==> src/rtl/im_loader.sv <==
// Boot-time instruction-memory loader: byte stream -> big-endian words at BASE_ADDR.
// Define IM_LOADER_CKSUM_EN to require a trailing XOR checksum byte before DONE.
module im_loader #(
    parameter logic [31:0] BASE_ADDR   = 32'h0000_3000,
    parameter int          DEPTH_WORDS = 4096
) (
    input  logic        clk,
    input  logic        reset,
    input  logic        start,
    input  logic        in_valid,
    input  logic [7:0]  in_data,
    output logic        in_ready,
    output logic        im_we,
    output logic [31:0] im_addr,
    output logic [31:0] im_wdata,
    output logic        busy,
    output logic        done,
    output logic        err,
    output logic [12:0] word_cnt
);

    localparam logic [16:0] DEPTH_L = 17'(DEPTH_WORDS);

    typedef enum logic [2:0] {
        S_IDLE,
        S_HDR0,
        S_HDR1,
        S_DATA,
        S_DONE
`ifdef IM_LOADER_CKSUM_EN
        , S_CKSUM
`endif
    } state_t;

    state_t      state_reg, state_next;
    logic [7:0]  n_hi_reg, n_hi_next;
    logic [12:0] n_reg, n_next;
    logic [1:0]  byte_cnt_reg, byte_cnt_next;
    logic [23:0] word_reg, word_next;
    logic        im_we_reg, im_we_next;
    logic [31:0] im_addr_reg, im_addr_next;
    logic [31:0] im_wdata_reg, im_wdata_next;
    logic        done_reg, done_next;
    logic        err_reg, err_next;
    logic [12:0] word_cnt_reg, word_cnt_next;
`ifdef IM_LOADER_CKSUM_EN
    logic [7:0]  cksum_reg, cksum_next;
`endif

    logic        accept;
    logic [15:0] hdr_n;

    assign in_ready = (state_reg == S_HDR0) || (state_reg == S_HDR1) ||
`ifdef IM_LOADER_CKSUM_EN
                      (state_reg == S_CKSUM) ||
`endif
                      (state_reg == S_DATA);
    assign busy     = in_ready;
    assign accept   = in_valid && in_ready;
    assign hdr_n    = {n_hi_reg, in_data};

    assign im_we    = im_we_reg;
    assign im_addr  = im_addr_reg;
    assign im_wdata = im_wdata_reg;
    assign done     = done_reg;
    assign err      = err_reg;
    assign word_cnt = word_cnt_reg;

    always_comb begin
        state_next    = state_reg;
        n_hi_next     = n_hi_reg;
        n_next        = n_reg;
        byte_cnt_next = byte_cnt_reg;
        word_next     = word_reg;
        im_we_next    = 1'b0;
        im_addr_next  = im_addr_reg;
        im_wdata_next = im_wdata_reg;
        done_next     = done_reg;
        err_next      = err_reg;
        word_cnt_next = word_cnt_reg;
`ifdef IM_LOADER_CKSUM_EN
        cksum_next    = cksum_reg;
`endif
        case (state_reg)
            S_IDLE, S_DONE: begin
                if (start) begin
                    state_next    = S_HDR0;
                    done_next     = 1'b0;
                    err_next      = 1'b0;
                    word_cnt_next = '0;
                    byte_cnt_next = '0;
`ifdef IM_LOADER_CKSUM_EN
                    cksum_next    = '0;
`endif
                end
            end
            S_HDR0: begin
                if (accept) begin
                    n_hi_next  = in_data;
                    state_next = S_HDR1;
                end
            end
            S_HDR1: begin
                if (accept) begin
                    if ({1'b0, hdr_n} > DEPTH_L) begin
                        state_next = S_IDLE;
                        err_next   = 1'b1;
                    end else if (hdr_n == 16'd0) begin
`ifdef IM_LOADER_CKSUM_EN
                        state_next = S_CKSUM;
`else
                        state_next = S_DONE;
                        done_next  = 1'b1;
`endif
                    end else begin
                        n_next     = hdr_n[12:0];
                        state_next = S_DATA;
                    end
                end
            end
            S_DATA: begin
                if (accept) begin
`ifdef IM_LOADER_CKSUM_EN
                    cksum_next    = cksum_reg ^ in_data;
`endif
                    byte_cnt_next = byte_cnt_reg + 2'd1;
                    if (byte_cnt_reg == 2'd3) begin
                        // Address is taken from the pre-increment count: word k lives at BASE + 4k.
                        im_we_next    = 1'b1;
                        im_wdata_next = {word_reg, in_data};
                        im_addr_next  = BASE_ADDR + (32'(word_cnt_reg) << 2);
                        word_cnt_next = word_cnt_reg + 13'd1;
                        if (word_cnt_reg + 13'd1 == n_reg) begin
`ifdef IM_LOADER_CKSUM_EN
                            state_next = S_CKSUM;
`else
                            state_next = S_DONE;
                            done_next  = 1'b1;
`endif
                        end
                    end else begin
                        word_next = {word_reg[15:0], in_data};
                    end
                end
            end
`ifdef IM_LOADER_CKSUM_EN
            S_CKSUM: begin
                if (accept) begin
                    if (in_data == cksum_reg) begin
                        state_next = S_DONE;
                        done_next  = 1'b1;
                    end else begin
                        state_next = S_IDLE;
                        err_next   = 1'b1;
                    end
                end
            end
`endif
            default: state_next = S_IDLE;
        endcase
    end

    always_ff @(posedge clk or negedge reset) begin
        if (!reset) begin
            state_reg    <= S_IDLE;
            n_hi_reg     <= '0;
            n_reg        <= '0;
            byte_cnt_reg <= '0;
            word_reg     <= '0;
            im_we_reg    <= 1'b0;
            im_addr_reg  <= '0;
            im_wdata_reg <= '0;
            done_reg     <= 1'b0;
            err_reg      <= 1'b0;
            word_cnt_reg <= '0;
`ifdef IM_LOADER_CKSUM_EN
            cksum_reg    <= '0;
`endif
        end else begin
            state_reg    <= state_next;
            n_hi_reg     <= n_hi_next;
            n_reg        <= n_next;
            byte_cnt_reg <= byte_cnt_next;
            word_reg     <= word_next;
            im_we_reg    <= im_we_next;
            im_addr_reg  <= im_addr_next;
            im_wdata_reg <= im_wdata_next;
            done_reg     <= done_next;
            err_reg      <= err_next;
            word_cnt_reg <= word_cnt_next;
`ifdef IM_LOADER_CKSUM_EN
            cksum_reg    <= cksum_next;
`endif
        end
    end

endmodule
==> config.mk <==
export PLATFORM = sky130hd
export DESIGN_NAME = im_loader
export DESIGN_NICKNAME = d
export VERILOG_FILES = /design/src/rtl/im_loader.sv
export SDC_FILE = /design/constraint.sdc
export NUM_CORES = 1
export LEC_CHECK = 0
export CAP_MARGIN = 25
export CORE_MARGIN = 4
export CORE_UTILIZATION = 56
export CTS_CLUSTER_SIZE = 40
export DETAILED_ROUTE_END_ITERATION = 10
export MAX_ROUTING_LAYER = met4
export PLACE_DENSITY = 0.85
export SLEW_MARGIN = 10
export SYNTH_ARGS = -nofsm -noshare
export SYNTH_HDL_FRONTEND = slang
export SYNTH_SLANG_ARGS = --single-unit
==> constraint.sdc <==
create_clock -name clk -period 4.1 [get_ports clk]
set_input_delay 0.82 -clock clk [delete_from_list [all_inputs] [get_ports clk]]
set_output_delay 0.82 -clock clk [all_outputs]
set_load 0.05 [all_outputs]
## Word-level counts from Yosys, hierarchy flattened

Index checks and enable logic that the tools add are counted.

| word-level totals | value |
|---|---|
| memories | 0 |
| input bits | 12 |
| flip-flop bits (word level) | 130 |
| ROM bits | 0 |
| memory bits (writable) | 0 |
| latch bits | 0 |

| operators by class | value |
|---|---|
| divide/modulo/power cells | 0 |
| order comparisons | 1 |
| multiply operators | 0 |
| equal/unequal tests | 15 |
| $add $sub $neg | 3 |
| muxes and demuxes | 30 |
| reduce and logical (&&, ||, !) cells | 18 |
| shifts and indexed selects | 0 |
| bitwise gates (word level) | 3 |

Operators by type and width:

| kind | count |
|---|---|
| $mux W13 | 3 |
| $pmux W13 S2 | 1 |
| $mux W3 | 8 |
| $add A14 B15 Y16 const A | 1 |
| $gt A16 B13 Y1 const B | 1 |
| $logic_not A16 Y1 | 1 |
| $add A13 B1 Y13 const B | 1 |
| $eq A13 B13 Y1 | 1 |
| $mux W1 | 12 |
| $pmux W3 S4 | 1 |
| $reduce_and A4 Y1 | 3 |
| $ne A2 B2 Y1 const B | 5 |
| $reduce_and A3 Y1 | 3 |
| $ne A2 B1 Y1 const B | 4 |
| $reduce_and A8 Y1 | 1 |
| $eq A3 B2 Y1 const B | 2 |
| $reduce_and A6 Y1 | 1 |
| $mux W2 | 2 |
| $pmux W2 S2 | 1 |
| $reduce_bool A2 Y1 | 2 |
| $eq A3 B1 Y1 const B | 1 |
| $eq A3 B3 Y1 const B | 1 |
| $logic_not A3 Y1 | 1 |
| $not A1 Y1 | 3 |
| 9 further kinds | 10 |

## Logic depth before layout (Yosys ltp)

| logic depth | value |
|---|---|
| depth in word-level cells | 6 |
| gate-level depth with buffers | 7 |
| mapped depth without buffers | 7 |

## Least setup slack after synthesis

Ideal clock, no wire load.

| timing | value |
|---|---|
| path kind | register to output |
| from | reg state_reg[0] |
| to | out in_ready |
| data required time | 3280 ps |
| buffers on the path | 2 |
| cell stages (with the launch flop) | 5 |
| setup slack | 1604 ps |
| arrival | 1676 ps |
| path through | dfrtp_1 clkbuf_1 nor2_1 nor2_1 buf_4 |

| between the ends | value |
|---|---|
| longest elaborated chain between the ends | 3 |
| elaborated cells between the ends (all ways) | 5 |

RTL lines:

| item | line | RTL |
|---|---|---|
| start: declaration | 35 | `state_t state_reg, state_next;` |
| start signal: assignment | 180 | `state_reg <= state_next;` |
| $eq A3 B1 Y1 or $eq A3 B2 Y1 (tied branches) | 53 | `assign in_ready = (state_reg == S_HDR0) \|\| (state_reg == S_HDR1) \|\|` |
| $logic_or A1 B1 Y1 | 53 |  |
| $logic_or A1 B1 Y1 * | 53 |  |
| end: declaration | 12 | `output logic in_ready,` |

Mark *: on every way between the ends. The rest lies on a longest branch, timed or not.

## Worst setup path in the final report

| timing | value |
|---|---|
| from | in in_data[0] |
| to | reg n_reg[1] |

| between the ends | value |
|---|---|
| longest elaborated chain between the ends | 3 |
| elaborated cells between the ends (all ways) | 5 |

RTL lines:

| item | line | RTL |
|---|---|---|
| start: declaration | 11 | `input logic [7:0] in_data,` |
| $gt A16 B13 Y1 or $logic_not A16 Y1 (tied branches) | 105, 108 |  |
| $not A1 Y1 (no source line) | n/a |  |
| $reduce_and A4 Y1 (no source line) * | n/a |  |
| end signal: assignment | 182 | `n_reg <= n_next;` |
| end: declaration | 37 | `logic [12:0] n_reg, n_next;` |

Marked as above.
A chain may end at the register's enable or synchronous reset.

==> results_dict.tcl <==
set metrics [dict create \
    outcome "complete, no violations" \
    path_clk_slew_ns 0.12 \
    synth_top_area_share_pct 54.7 \
    tightest_slew_ns 0.908 \
    io_pins 94 \
    rsz0062_at_grt "false" \
    drc 0 \
    dr.pass1.iters 4 \
    numClockSinks 112 \
    area_growth_pct 18.4 \
    core_sq_um 8810 \
    cts_buffer_depth 2 \
    crit_required_ns 4.36 \
    die_height_um 104 \
    pre_cts_ws_ns 0.644 \
    use_met1_pct 27.8 \
    cp_max_fo 14 \
    ant_nets 0 \
    setup_slack_ns 0.995 \
    largest_reg_flops 32 \
    setup_viol 0 \
    grt_max_degree 65 \
    r2r-start "state_reg[0]" \
    yosysUniqueCellTypes 46 \
    grt_pass1_wl_um 19500 \
    overflow 0 \
    critPathCaptureType "flip-flop" \
    top_usage_layer "met2" \
    cts_resized 0 \
    nNetsFinal 587 \
    synth_area_leaders "dfrtp_1 55%, nand2_1 12%, mux2_2 9.7%, o21ai_0 3.2%, buf_4 2.8%" \
    floorplan.initialDensity_pct 58.1 \
    diodes 0 \
    cts_root_buf "clkbuf_8" \
    cts_hold_buf 0 \
    wl_per_cell_um 16.7 \
    io_buffers 75 \
    max_freq_mhz 322 \
    clkLatencyLatePin_ns 0.38 \
    power.leakage_nw 2.81 \
    place_congestion 0.911 \
    period_minus_slack_ns 3.10 \
    met3_usage_pct 2.99 \
    fin_setup_tns_ns 0 \
    cts.htree.levels 3 \
    reg2reg_slack_ns 1.52 \
    dpl.hpwl_um 8160 \
    cap_viol_max_count 0 \
    grtUsageMet2_pct 38.3 \
    worstSetupStartpoint "in_data[0]" \
    min_path_type "reg2reg" \
    drt_wl_total_um 11400 \
    ys.flop_type "dfrtp_1" \
    finalHoldViolCount 0 \
    relSlewSlack_pct 39.2 \
    async_flop_share_pct 100 \
    drive_gt1_share_pct 12.7 \
    drv_slew 0 \
    synth_area_sq_um 5120 \
    start_kind "primary input" \
    grt_pass1_vias 4052 \
    hold_slack_ns 0.481 \
    syn_inst 506 \
    cts_tree "done" \
    dieArea_sq_um 10700 \
    p_per_area_nw_per_um2 766 \
    vias 3876 \
    cts_setup_buffers 0 \
    r2r_end "n_reg[1]" \
    crit_type "in2reg" \
    synth-edff-count 0 \
    reg2reg_depth 3 \
    die_w_um 104 \
    ir_drop_mv 0.510 \
    rows 34 \
    avgSynthCellArea_sq_um 10.1 \
    post-synth-top-area-cell "dfrtp_1" \
    period_share_pct 75.7 \
    track_usage_pct 22.8 \
    ys_warn_count 0 \
    drtIter0Drc 215 \
    antenna_found_initial 0 \
    arrival_ns 3.36 \
    cts_buffers 9 \
    ys_ff_latch 112 \
    fin_skew_ns 0.0129 \
    ys_seq_area_share_pct 54.7 \
    setup.worst_path.end "n_reg[1]" \
    viasPerCell 5.67 \
]
-- layout by cell type, fill, tap and decap left out, types with 9 or more instances in the layout --
cell type and count:
nor2_1 9, nand2_1 158, clkbuf_8 9, nand3_1 11
conb_1 18, o21ai_0 33, xnor2_1 13, dfrtp_1 112
clkdlybuf4s50_1 74, mux2_2 44
-- cell usage after synthesis (3+ instances only) --
| cell type | instances |
|---|---|
| nand2_1 | 158 |
| dfrtp_1 | 112 |
| mux2_2 | 44 |
| o21ai_0 | 33 |
| buf_4 | 19 |
| clkbuf_1 | 19 |
| xnor2_1 | 13 |
| nand3_1 | 12 |
| nor2_1 | 10 |
| xor2_1 | 7 |
| a21oi_1 | 6 |
| nor4_1 | 6 |
| nand4_1 | 5 |
| buf_2 | 4 |
| ha_1 | 4 |
| inv_1 | 4 |
| nor3_1 | 4 |
| o31ai_1 | 4 |
| a21o_1 | 3 |
| and2_1 | 3 |
| and3_1 | 3 |
| nand2b_1 | 3 |
-- per-layer routing --
metal  vias to the layer above  routed length, um
li1                       1787                  -
met1                      1920               4810
met2                       144               5800
met3                        25                560
met4                         0                250
met5                         -                  0
-- cell type report --
class	instances	area, sq um
clock buffer	9	124
clock inverter	7	73.8
fill	648	2750
inverter	5	18.8
multi-input combinational	362	2110
sequential	112	2800
tap	108	135
timing repair buffer	81	793
-- worst min path at each step --
stage / start / endpoint / slack [ns] / cells after the start
after global placement: word_reg[22] / im_wdata[30] / 0.45 / 2
after floorplan: word_reg[16] / im_wdata[24] / 0.43 / 2
after detailed placement: im_wdata[19] / im_wdata[19] / 0.46 / 2
after global routing: word_reg[18] / im_wdata[26] / 0.51 / 2
final: word_reg[18] / im_wdata[26] / 0.48 / 2
after CTS: word_reg[18] / im_wdata[26] / 0.48 / 2
-- critical path: stages --
cell and delay [ns]:
clkdlybuf4s50_1 0.51, nor4_1 0.52, a31oi_1 0.27, nor4b_4 0.81, mux2_2 0.43
-- cells by family after synthesis --
kind of cell	synth area share, %
compound gates	6.38
xor+xnor	3.42
fa+ha+maj	0.978
buf+inv	5.38
flops	54.7
mux	9.68
other cells	0.0732
simple gates	19.4
-- power by group --
part / total (W) / internal, W / switching [W]
Clock: 0.000653 / 0.000242 / 0.000411
Combinational: 0.00214 / 0.000794 / 0.00135
Sequential: 0.00185 / 0.00151 / 0.000335
Total: 0.00464 / 0.00255 / 0.00209
-- through the flow --
stage          power (W)  cell area [sq um]  utilization (%)  cells
2_1_floorplan    0.00331               5180                -    523
3_3_place_gp     0.00392               5860             66.6    668
3_5_place_dp     0.00401               5860             66.6    668
4_1_cts          0.00466               6060             68.8    684
5_1_grt          0.00491               6060             68.8    684
6_report         0.00464               6060             68.8    684
No activity file was read; power rests on OpenSTA's default activity.
